===== config.mk =====
export PLATFORM = sky130hd
export DESIGN_NAME = muldiv_seq
export DESIGN_NICKNAME = d
export VERILOG_FILES = /design/src/rtl/muldiv_pkg.sv /design/src/rtl/muldiv_seq.sv
export SDC_FILE = /design/constraint.sdc
export NUM_CORES = 1
export LEC_CHECK = 0
export BUFFER_PORTS_ARGS = -buffer_cell sky130_fd_sc_hd__buf_2
export CAP_MARGIN = 20
export CORE_AREA = 2 2 119 121
export DETAILED_ROUTE_END_ITERATION = 12
export DIE_AREA = 0 0 121 123
export GPL_ROUTABILITY_DRIVEN = 1
export PLACE_DENSITY = 0.85
export SYNTH_ARGS = -nofsm -noshare
export SYNTH_HDL_FRONTEND = slang
export SYNTH_SLANG_ARGS = --single-unit
export TNS_END_PERCENT = 30

===== constraint.sdc =====
create_clock -name clk -period 5 [get_ports clk]
set_clock_uncertainty 0.05 [all_clocks]
set_input_delay 0.5 -clock clk [delete_from_list [all_inputs] [get_ports clk]]
set_output_delay 0.5 -clock clk [all_outputs]
set_load 0.01 [all_outputs]

===== src/rtl/muldiv_pkg.sv =====
// Shared constants and state encoding for the sequential multiply/divide unit.
// Operation select, ALU control codes and the iteration count live here.
package muldiv_pkg;

  localparam int ITERS = 32;

  localparam logic OP_MUL = 1'b0;
  localparam logic OP_DIV = 1'b1;

  localparam logic [2:0] ALU_ADD = 3'b000;
  localparam logic [2:0] ALU_SUB = 3'b001;

  typedef enum logic [1:0] {
    IDLE = 2'd0,
    RUN  = 2'd1,
    DONE = 2'd2
  } state_t;

endpackage


===== src/rtl/muldiv_seq.sv =====
// Unsigned 32-bit multu/divu sequencer driving the shared ALU, one add/sub
// per cycle. Ports: clk, rst (async high), start/op/operand_a/operand_b
// request; alu_a/alu_b/alu_control out to the ALU, alu_result back;
// hi/lo results, busy, done pulse, stall. Optional: MULDIV_EARLY_TERM_EN.
module muldiv_seq
  import muldiv_pkg::*;
#(
  parameter int WIDTH = 32,
  parameter int ITERS = muldiv_pkg::ITERS
) (
  input  logic             clk,
  input  logic             rst,
  input  logic             start,
  input  logic             op,
  input  logic [WIDTH-1:0] operand_a,
  input  logic [WIDTH-1:0] operand_b,
  output logic [WIDTH-1:0] alu_a,
  output logic [WIDTH-1:0] alu_b,
  output logic [2:0]       alu_control,
  input  logic [WIDTH-1:0] alu_result,
  output logic [WIDTH-1:0] hi,
  output logic [WIDTH-1:0] lo,
  output logic             busy,
  output logic             done,
  output logic             stall
);

  localparam int CW = $clog2(ITERS);

  state_t         state, state_d;
  logic [CW-1:0]  counter;
  logic           op_q;
  logic [WIDTH-1:0] b_reg;

  logic [WIDTH-1:0] s;
  logic           msb;
  logic           carry;
  logic           borrow;
  logic           last;
  logic           div0;
  logic           early;
  logic [2*WIDTH-1:0] prod_sh;

  assign s      = {hi[WIDTH-2:0], lo[WIDTH-1]};
  assign msb    = hi[WIDTH-1];
  assign carry  = alu_result < hi;
  assign borrow = alu_result > s;
  assign last   = counter == CW'(ITERS - 1);
  assign div0   = (op_q == OP_DIV) && (b_reg == '0);

  // Remaining multiplier bits are all zero: the rest of the iterations
  // would only shift, so do them all at once.
`ifdef MULDIV_EARLY_TERM_EN
  logic [WIDTH-1:0] rem_mask;
  assign rem_mask = {WIDTH{1'b1}} >> counter;
  assign early    = (op_q == OP_MUL) && ((lo & rem_mask) == '0);
`else
  assign early    = 1'b0;
`endif

  assign prod_sh = {hi, lo} >> (7'd32 - {2'b00, counter});

  always_ff @(posedge clk or posedge rst) begin
    if (rst) state <= IDLE;
    else     state <= state_d;
  end

  always_comb begin
    state_d = state;
    unique case (state)
      IDLE: if (start) state_d = RUN;
      RUN:  if (div0 || early || last) state_d = DONE;
      DONE: state_d = IDLE;
      default: state_d = IDLE;
    endcase
  end

  always_comb begin
    alu_a       = '0;
    alu_b       = '0;
    alu_control = ALU_ADD;
    busy        = state == RUN;
    done        = state == DONE;
    if (state == RUN) begin
      if (op_q == OP_MUL) begin
        alu_a = hi;
        alu_b = lo[0] ? b_reg : '0;
      end else begin
        alu_a       = s;
        alu_b       = b_reg;
        alu_control = ALU_SUB;
      end
    end
  end

  assign stall = busy | (start & (state == IDLE));

  always_ff @(posedge clk or posedge rst) begin
    if (rst) begin
      hi      <= '0;
      lo      <= '0;
      counter <= '0;
      op_q    <= OP_MUL;
      b_reg   <= '0;
    end else begin
      unique case (state)
        IDLE: begin
          if (start) begin
            op_q    <= op;
            b_reg   <= operand_b;
            hi      <= '0;
            lo      <= operand_a;
            counter <= '0;
          end
        end
        RUN: begin
          counter <= counter + 1'b1;
          if (div0) begin
            hi <= lo;
            lo <= '1;
          end else if (early) begin
            {hi, lo} <= prod_sh;
          end else if (op_q == OP_MUL) begin
            hi <= {carry, alu_result[WIDTH-1:1]};
            lo <= {alu_result[0], lo[WIDTH-1:1]};
          end else if (msb || !borrow) begin
            hi <= alu_result;
            lo <= {lo[WIDTH-2:0], 1'b1};
          end else begin
            hi <= s;
            lo <= {lo[WIDTH-2:0], 1'b0};
          end
        end
        default: ;
      endcase
    end
  end

endmodule


# Word level (Yosys, flattened, before mapping)
# Cells that the tools add are included.
[totals]
out_inout_bits = 134
word_cells = 48
regBits = 104
[op_classes]
magnitude_cmp = 2
bitwise = 2
eq_ne = 5
mux = 22
add_sub_neg = 1
n_reduce_logical = 10
[ops]
columns = ["op", "count"]
rows = [
  ["$mux 32", 12],
  ["$pmux 32 s2", 2],
  ["$gt 32x32->1", 1],
  ["$logic_not 32->1", 1],
  ["$lt 32x32->1", 1],
  ["$pmux 5 s2", 1],
  ["$reduce_and 2->1", 3],
  ["$add 5x1->5 const B", 1],
  ["$eq 5x5->1 const B", 1],
  ["$mux 5", 1],
  ["$mux 2", 2],
  ["$pmux 2 s2", 1],
  ["$mux 1", 3],
  ["$eq 2x1->1 const B", 1],
  ["$eq 2x2->1 const B", 1],
  ["$logic_not 2->1", 1],
  ["$logic_or 1x1->1", 2],
  ["$ne 2x1->1 const B", 1],
  ["$ne 2x2->1 const B", 1],
  ["$reduce_bool 2->1", 1],
  ["$and 1x1->1", 1],
  ["$logic_and 1x1->1", 1],
  ["$logic_not 1->1", 1],
  ["$or 1x1->1", 1],
]

# Depth between registers and ports, before layout
[depth]
ltp_word = 7
depth_mapped = 10
ltp_nobuf = 9

# Worst setup path before layout
# No wires, ideal clock.
[synth_path]
path_kind = "register to register"
start = "register hi[13]"
end = "register hi[31]"
setup_ns = 0.082
path_stages_with_launch = 10
t_arrival_ns = 2.442
required_time_ns = 4.868
path_slack_ns = 2.426
path_buffers = 0
period_less_slack_ns = 2.574
path_cell_list = "dfrtp_1 inv_1 ha_1 a21oi_2 nand2_1 a221o_1 o31a_1 o21ai_4 mux2_2 a31oi_1"
[synth_between]
elab_chain_cells = 7
[synth_rtl]
columns = ["item", "line", "rtl"]
rows = [
  ["start: declaration", "muldiv_seq.sv:21", "output logic [WIDTH-1:0] hi,"],
  ["start signal: assignment", "muldiv_seq.sv:119", "hi <= lo;"],
  ["start signal: assignment", "muldiv_seq.sv:122", "{hi, lo} <= prod_sh;"],
  ["start signal: assignment", "muldiv_seq.sv:124", "hi <= {carry, alu_result[WIDTH-1:1]};"],
  ["$gt 32x32->1", "muldiv_seq.sv:47", "assign borrow = alu_result > s;"],
  ["$logic_not 1->1", "muldiv_seq.sv:126", "end else if (msb || !borrow) begin"],
  ["$logic_or 1x1->1", "muldiv_seq.sv:126", ""],
  ["$mux 32", "muldiv_seq.sv:126", ""],
  ["$mux 32 (*)", "muldiv_seq.sv:123", "end else if (op_q == OP_MUL) begin"],
  ["$mux 32 (*)", "muldiv_seq.sv:118", "if (div0) begin"],
  ["$pmux 32 s2 (*)", "muldiv_seq.sv:106", "unique case (state)"],
]
# Mark *: on every way between the ends. The rest lies on a longest branch, timed or not.
# A chain may end at the register's enable or synchronous reset.

# Final worst setup path
[layout_path]
start = "register hi[13]"
end = "register hi[16]"
[layout_between]
elab_chain_cells = 7
[layout_rtl]
columns = ["item", "line"]
rows = [
  ["$gt 32x32->1", "muldiv_seq.sv:47"],
  ["$logic_not 1->1", "muldiv_seq.sv:126"],
  ["$logic_or 1x1->1", "muldiv_seq.sv:126"],
  ["$mux 32", "muldiv_seq.sv:126"],
  ["$mux 32", "muldiv_seq.sv:123"],
  ["$mux 32", "muldiv_seq.sv:118"],
  ["$pmux 32 s2", "muldiv_seq.sv:106"],
]
# No other way between the ends.

==> reports/results.tsv <==
stage	metric	value	unit
outcome	status	finished clean	
timing	final-hold-violation-count	0	
timing	whs	0.2305	ns
cts	clock_sinks	104	
critical_path	crit_arrival	3.55	ns
synth	postSynthCellCount	835	
critical_path	path_max_fanout	17	
cells_and_area	nNetsFinal	1198	
cts	post_cts.resized_instances	0	
floorplan	placeableCoreArea	0.01361	sq mm
run	drv_cap	0	
floorplan	design.portCount	234	
synth	synth.yosys.seq_area_share	35.04	%
power_and_ir_drop	seq_power_share	29.2	%
critical_path	crit_path_max_incr_delay	0.58	ns
critical_path	type_of_destination_of_the_critical_path	flop	
global_routing	initial_antenna_violation_count	2	
synth	ys.warnings.count	0	
cells_and_area	area.growth.synth_to_final	20.40	%
global_routing	grt_remaining_overflow	0	
floorplan	die-area	0.01488	sq mm
synth	syn-cell-area	0.007427	sq mm
cts	clkTransAtPathRegs	0.07	ns
synth	synth_top_area_cell	sky130_fd_sc_hd__dfrtp_1	
floorplan	start_util	54.56	%
cts	cts_hold_buf	0	
power_and_ir_drop	clock_power_share	11.8	%
place	hpwl	15350	um
place	io_buffer_count	231	
synth	yosys.area.top_type_share	35.04	%
cts	cts_made_buffers	9	
critical_path	worst-path-buf-inv	2	
synth	most_used_standard_cell_by_instance_count_after_synthesis	sky130_fd_sc_hd__nand2_1	
route	wl_per_cell	18.16	um
route	starting_drt_drc_count	626	
cts	tritoncts_clock_tree	yes	
floorplan	vertical_extent_of_the_die	123	um
global_routing	grt_start_max_net_pins	76	
timing	finalSetupViolCount	0	
timing	timing_max_transition_violations_final	0	
global_routing	grt_pass1_vias	7057	
critical_path	cell_type_group_with_the_largest_total_delay_on_the_critical_path	compound AO/OA/AOI/OAI gates	
power_and_ir_drop	power.total	6209	uW
floorplan	dieWidth	121	um
power_and_ir_drop	vdd_ir_max	0.3143	mV
timing	max-slew-margin-rel	41.56	%
power_and_ir_drop	total_switching_power	2976	uW
timing	rsz_0062_raised_after_global_routing	false	
synth	synthDistinctLibCells	47	
cts	clock_tree.htree_level_count	3	
synth	ys_ff_latch	104	
synth	synthArstFlopShare	100.0	%
timing	tns	0	ns
route	viasPerCell	5.998	
place	dp_worst_setup_slack	1.570	ns
cells_and_area	drive_above_1_share	25.63	%
power_and_ir_drop	combPwrFrac	59.1	%
global_routing	first_pass_grt_wire_length	35600	um
critical_path	timing.critical_path.cells	inv_1 > ha_1 > a21oi_2 > nand2_1 > a221o_1 > o31a_1 > o21ai_4 > buf_4 > mux2i_1 > o221ai_1	
cells_and_area	multi_input_area	0.004427	sq mm
synth	synthTopCellsByCount	sky130_fd_sc_hd__nand2_1, sky130_fd_sc_hd__dfrtp_1, sky130_fd_sc_hd__mux2i_1	
synth	synthesis.area_per_instance	8.895	sq um
timing	timing.final.crit_share	67.59	%
cells_and_area	regArea	0.002606	sq mm
cts	cts_setup_buffers	0	
cts	clockBufferDepth	2	
route	final_antenna_net_count	0	
critical_path	critical_path_class	flop to flop	
route	wl	22150	um
synth	synth-edff-count	0	
timing	timing_worst_slew_pin_value	0.8765	ns
place	routabilityCongestion	0.8935	
route	detailroute.via_count	7318	
min_path	holdCritPathClass	primary input to async pin	
critical_path	worst_path_max_delay_cell	sky130_fd_sc_hd__o21ai_4	
route	drt_drc_violations_left	0	
timing	period_needed	3.380	ns
global_routing	grt_use_total	29.79	%
synth	synth.area.top_cells	sky130_fd_sc_hd__dfrtp_1, sky130_fd_sc_hd__mux2i_1, sky130_fd_sc_hd__ha_1	
power_and_ir_drop	internal-power	3232	uW
power_and_ir_drop	power_per_standard_cell_area	694.3	mW/mm^2
critical_path	setup_crit_start_kind	flop	
timing	setup_slack_of_the_critical_path_after_layout	1.620	ns
cts	cts_root_buf	sky130_fd_sc_hd__clkbuf_16	
critical_path	data_required_critical_path	5.17	ns
route	drt_pass1_iterations	8	
cells_and_area	fillers	1106	
cts	clk-insertion-delay-late	0.36	ns
power_and_ir_drop	switching_share	47.94	%
power_and_ir_drop	leakage	0.004711	uW
timing	timing.fmax	0.2959	GHz
floorplan	placementRows	43	
synth	yosys_most_used_dff	sky130_fd_sc_hd__dfrtp_1	
==> cells by family after synthesis <==
group	synth area share, %
buffers and inverters	5.492
AO/OA/AOI/OAI	16.31
XOR/XNOR	0.1179
other	0.05049
AND/OR/NAND/NOR	19.22
adder cells (fa/ha/maj)	10.95
multiplexers	12.82
flip-flops	35.04
==> layout make-up <==
class                   instances  share of cell area, %
inverters                      38                  1.623
flip-flops and latches        104                  29.15
clock buffers                  11                  2.714
repair buffers                241                  13.81
diodes                          2                0.05597
multi-input cells             639                  49.50
clock inverters                 5                 0.6296
well taps                     180                  2.519
==> power by group through the flow <==
stage / clock (uW) / combinational, uW / sequential, uW
3_5_place_dp: 0 / 3620 / 1810
4_1_cts: 735 / 3640 / 1800
3_3_place_gp: 0 / 3510 / 1800
6_report: 730 / 3670 / 1810
5_1_grt: 778 / 4070 / 1870
2_1_floorplan: 0 / 2460 / 1710
==> path summary, 6_finish.rpt <==
kind / start / slack (ns) / cells past startpoint / endpoint
hold / removal: rst / 0.23 / 2 / b_reg[26]$_DFFE_PP0P_
setup / recovery: hi[13]$_DFFE_PP0P_ / 1.62 / 10 / hi[16]$_DFFE_PP0P_
max in group asynchronous: rst / 3.60 / 3 / counter[1]$_DFFE_PP0P_
min in group clk: operand_b[11] / 0.28 / 3 / b_reg[11]$_DFFE_PP0P_
setup reg to reg: hi[13]$_DFFE_PP0P_ / 1.62 / 10 / hi[16]$_DFFE_PP0P_
hold reg to reg: b_reg[21]$_DFFE_PP0P_ / 0.45 / 2 / b_reg[21]$_DFFE_PP0P_
==> layer usage <==
layer  global-route usage, %  share of wire (%)
met5                       0              0.059
met2                   47.96                 48
met4                   12.94                2.4
met1                   39.50                 42
met3                   5.489                7.7
==> per-stage QoR <==
stage / std cells / util, % / instance area, sq um
after floorplan: 836 / - / 7431
after global placement: 1201 / 63.38 / 8627
after CTS: 1217 / 65.58 / 8926
after detailed placement: 1201 / 63.38 / 8627
final: 1220 / 65.70 / 8942
after global routing: 1219 / 65.68 / 8940
==> cell usage in the layout (no fill, tap or decap), types with 2 or more instances in the layout <==
cell / instances
sky130_fd_sc_hd__o21ai_0: 14
sky130_fd_sc_hd__buf_4: 9
sky130_fd_sc_hd__nand4_1: 15
sky130_fd_sc_hd__diode_2: 2
sky130_fd_sc_hd__o31ai_1: 2
sky130_fd_sc_hd__o221ai_1: 30
sky130_fd_sc_hd__clkinv_2: 2
sky130_fd_sc_hd__conb_1: 2
sky130_fd_sc_hd__o21ai_1: 16
sky130_fd_sc_hd__dfrtp_1: 103
sky130_fd_sc_hd__clkbuf_16: 9
sky130_fd_sc_hd__mux2i_1: 94
sky130_fd_sc_hd__a222oi_1: 16
sky130_fd_sc_hd__a32oi_1: 32
sky130_fd_sc_hd__a31oi_1: 3
sky130_fd_sc_hd__nand3_1: 6
sky130_fd_sc_hd__nand2b_1: 17
sky130_fd_sc_hd__ha_1: 65
sky130_fd_sc_hd__o211ai_1: 2
sky130_fd_sc_hd__and2_1: 34
sky130_fd_sc_hd__inv_1: 37
sky130_fd_sc_hd__nor4_1: 9
sky130_fd_sc_hd__a211oi_1: 4
sky130_fd_sc_hd__or3_1: 2
sky130_fd_sc_hd__nor2b_1: 2
sky130_fd_sc_hd__a221o_1: 2
sky130_fd_sc_hd__buf_2: 231
sky130_fd_sc_hd__nor2_1: 42
sky130_fd_sc_hd__a21oi_1: 17
sky130_fd_sc_hd__nand2_1: 182
sky130_fd_sc_hd__o31a_1: 2
sky130_fd_sc_hd__a21o_1: 12
Power figures use the tool's default switching activity.
